[src/rtl/mux8_serializer_pkg.sv]
// Shared types and constants for the mux8-based parallel-in / serial-out stage.
package mux8_serializer_pkg;

    typedef enum logic {
        IDLE  = 1'b0,
        SHIFT = 1'b1
    } state_t;

    localparam int unsigned WORD_W   = 8;
    localparam int unsigned SEL_W    = 3;
    localparam logic [2:0]  LAST_SEL = 3'd7;

endpackage

[src/rtl/mux8.sv]
// Existing 8:1 single-bit multiplexer: y = d[sel].
module mux8 (
    input  logic [7:0] d,
    input  logic [2:0] sel,
    output logic       y
);

    always_comb begin
        y = d[sel];
    end

endmodule

[src/rtl/mux8_serializer.sv]
// Accepts an 8-bit word on a valid/ready handshake and streams it out one bit
// per beat through mux8, driving the select from an internal counter.
module mux8_serializer
    import mux8_serializer_pkg::*;
#(
    parameter bit MSB_FIRST = 1'b1
) (
    input  logic              clk,
    input  logic              reset,
    input  logic [WORD_W-1:0] in_data,
    input  logic              in_valid,
    output logic              in_ready,
    output logic              ser_bit,
    output logic              ser_valid,
    input  logic              ser_ready,
    output logic              ser_last,
    output logic [SEL_W-1:0]  sel,
    output logic              busy
);

    state_t            state;
    state_t            state_n;
    logic [WORD_W-1:0] word;
    logic [WORD_W-1:0] word_rev;
    logic [WORD_W-1:0] mux_d;
    logic              load;
    logic              beat;
    logic              at_last;

    assign at_last = (sel == LAST_SEL);
    assign load    = in_valid && in_ready;
    assign beat    = (state == SHIFT) && ser_ready;

    // Bit-reversed word puts data[7] on D0 so sel=0 emits the MSB.
    assign word_rev = {<<{word}};
    assign mux_d    = MSB_FIRST ? word_rev : word;

    always_ff @(posedge clk) begin
        if (reset) begin
            state <= IDLE;
            sel   <= '0;
            word  <= '0;
        end else begin
            state <= state_n;
            if (load) begin
                word <= in_data;
                sel  <= '0;
            end else if (beat) begin
                sel <= at_last ? '0 : sel + 3'd1;
            end
        end
    end

    always_comb begin
        state_n = state;
        case (state)
            IDLE:    if (load) state_n = SHIFT;
            SHIFT:   if (beat && at_last) state_n = in_valid ? SHIFT : IDLE;
            default: state_n = IDLE;
        endcase
    end

    always_comb begin
        in_ready  = 1'b0;
        ser_valid = 1'b0;
        busy      = 1'b0;
        ser_last  = 1'b0;
        case (state)
            IDLE: begin
                in_ready = 1'b1;
            end
            SHIFT: begin
                ser_valid = 1'b1;
                busy      = 1'b1;
                ser_last  = at_last;
                in_ready  = at_last && ser_ready;
            end
            default: ;
        endcase
    end

    mux8 u_mux8 (
        .d   (mux_d),
        .sel (sel),
        .y   (ser_bit)
    );

endmodule

[config.mk]
export PLATFORM = sky130hd
export DESIGN_NAME = mux8_serializer
export DESIGN_NICKNAME = d
export VERILOG_FILES = /design/src/rtl/mux8_serializer_pkg.sv /design/src/rtl/mux8.sv /design/src/rtl/mux8_serializer.sv
export SDC_FILE = /design/constraint.sdc
export NUM_CORES = 1
export LEC_CHECK = 0
export ABC_CLOCK_PERIOD_IN_PS = 1950
export CORE_MARGIN = 3
export CORE_UTILIZATION = 36
export CTS_CLUSTER_DIAMETER = 100
export CTS_CLUSTER_SIZE = 30
export DETAILED_ROUTE_END_ITERATION = 6
export MAX_ROUTING_LAYER = met4
export PLACE_DENSITY_LB_ADDON = 0.1
export SLEW_MARGIN = 20
export SYNTH_ARGS = -nofsm -noshare
export SYNTH_HDL_FRONTEND = slang
export SYNTH_SLANG_ARGS = --single-unit
[constraint.sdc]
create_clock -name clk -period 1.95 [get_ports clk]
set_clock_uncertainty 0.1 [all_clocks]
set_input_delay 0.195 -clock clk [delete_from_list [all_inputs] [get_ports clk]]
set_output_delay 0.195 -clock clk [all_outputs]
set_load 0.1 [all_outputs]
==> metrics.yaml <==
floorplanning:
  ios: 20
  rows: 14
  dieHeight_um: 47.6
  die_area_um2: 2270
  coreArea_um2: 1560
  fp.dieW_um: 47.6
  start_util_pct: 40.0
logic_synthesis:
  ys_ff_latch: 12
  syn_area_um2: 623
  yosysSeqAreaShare_pct: 38.6
  syn_inst: 60
  syn_avg_cell_area_um2: 10.4
  netlist-cell-type-count: 16
  synth_nets: 74
  ys_warn_count: 0
run_status:
  status: "finished, violations left"
  failed_checks: "negative setup slack"
detailed_routing:
  wl_per_cell_um: 12.5
  drc: 0
  routed_wl_mm: 1.29
  drt_iter0_markers: 1
  via_count: 515
  drtAntennaViolNets: 0
  first_pass_iters: 2
  via_per_inst: 5.00
layout:
  finalNonFillerCells: 103
  multiInputGateArea_um2: 360
  final_cell_mix: "nand2b_1, buf_4, mux2i_1, clkdlybuf4s50_1, dfxtp_1"
  seq_area_um2: 248
  drive_gt1_share_pct: 35.6
  area_delta_synth_final_pct: 51.4
  fin_area_um2: 943
  n_antenna_cell: 0
  fin_util_pct: 60.5
  final_common_cell: "nand2b_1"
  filler_cell_count: 151
  final_net_count: 102
worst_setup_path:
  worstPathRequired_ns: 1.65
  critical_path.endpoint_type: "primary output"
  cp.arrival_ns: 1.69
  startpoint_type: "flop"
  path_class: "flop to primary output"
  cp_max_fo: 3
power_and_ir_drop:
  leakage_nw: 0.409
  cellPowerDensity_nw_per_um2: 668
  vdd_drop_max_mv: 0.352
cts:
  cts_tree: "yes"
  clkSinkCount: 12
  ctsHoldBuffers: 0
  clock_latency_ns: 0.28
  clockBufferDepth: 2
  path_clk_slew_ns: 0.08
  h-tree-depth: 1
  root_buffer: "clkbuf_4"
  numCtsBuffers: 3
global_route:
  antenna_found_initial: 0
  track_usage_pct: 13.8
  grt_pass1_vias: 479
  grt_max_degree: 21
  grt.overflow.total: 0
  grt_pass1_wl_mm: 2.01
sta:
  setup_slack_ns: -0.0392
  fin_crit_sh_pct: 102
  slew_headroom_pct: 60.0
  tightest_slew_ns: 0.598
  hold_ws_ns: 0.375
  rsz0062_at_grt: "true"
  max_freq_ghz: 0.503
  final_max_slew_viol_count: 0
  finalSetupViolCount: 1
  finalHoldViolCount: 0
  period_needed_ns: 1.99
placement:
  hpwl_um: 886
  pre_cts_ws_ns: -0.0649
  dp_cells: 97
  io_buffers: 19
  gp_congestion: 0.673
  placed_area_um2: 890
worst_hold_path:
  hold_class: "input pin to flop"
run:
  drv_cap: 0
==> path summary, 6_finish.rpt <==
check                           startpoint  endpoint  slack (ns)  cells after the start
worst max-delay path                sel[0]   ser_bit       -0.04                      4
worst max register to register      sel[0]   word[0]        0.17                      6
worst min register to register     word[5]   word[5]        0.38                      2
worst min-delay path            in_data[7]   word[7]        0.38                      3
==> power breakdown <==
part	internal, mW	switching (mW)
combinational	0.0743	0.0878
sequential	0.258	0.00878
clock	0.114	0.0879
==> critical path: stages, from the launching register on <==
cell and delay [ns]:
dfxtp_4 0.36, buf_6 0.11, mux4_2 0.49, mux2_4 0.30
buf_12 0.17
==> final cells by class <==
| class | instances | area share (%) |
|---|---|---|
| sequential | 12 | 26.3 |
| clock buffer | 4 | 3.85 |
| timing repair buffer | 27 | 28.8 |
| inverter | 1 | 0.796 |
| multi-input combinational | 43 | 38.2 |
| tap | 16 | 2.12 |
==> registers in the layout, indices dropped and copies added, names as in the netlist <==
| signal | flops |
|---|---|
| state | 1 |
| word | 8 |
| sel | 3 |
==> metrics by stage <==
step / power (mW) / TNS (ns)
floorplan: 0.373 / 0
global placement: 0.427 / -0.423
detailed placement: 0.428 / -0.473
CTS: 0.636 / -0.0655
global route: 0.661 / -0.0816
finish: 0.630 / -0.0392
==> cells by family (layout without fill, tap and decap cells) <==
family,count (synthesis),count (layout),synth area share [%]
AO/OA/AOI/OAI,2,2,2.61
buffers and inverters,5,32,4.22
multiplexers,14,14,27.9
AND/OR/NAND/NOR,25,25,22.7
adder cells (fa/ha/maj),2,2,4.02
flip-flops,12,12,38.6
==> cells in the mapped netlist <==
library cell / n / share of area, %
nand2b_1: 16 / 16
nand2_1: 1 / 0.60
mux2_2: 1 / 1.8
mux2i_1: 11 / 18
nor2b_1: 1 / 1.0
a32oi_1: 1 / 1.4
nor2_1: 4 / 2.4
inv_1: 1 / 0.60
dfxtp_1: 12 / 39
and2_1: 1 / 1.0
clkbuf_1: 2 / 1.2
nor3_1: 2 / 1.6
buf_4: 2 / 2.4
a21boi_1: 1 / 1.2
mux4_1: 2 / 8.4
ha_1: 2 / 4.0
==> layer usage <==
metal  global-route usage (%)  vias up  part of all wire (%)
met5                        -        -                     0
met4                     9.68        0                   2.3
li1                         -      259                     -
met1                     14.4      236                    42
met3                     2.26        4                   5.1
met2                     23.3       16                    50
==> timing repair <==
item / CTS / global route
buffers inserted: 0 / 2
endpoints found under the setup margin: 9 / 2
pin swaps: 0 / 1
gates resized for setup: 5 / 0
No activity file was read; power rests on OpenSTA's default activity.
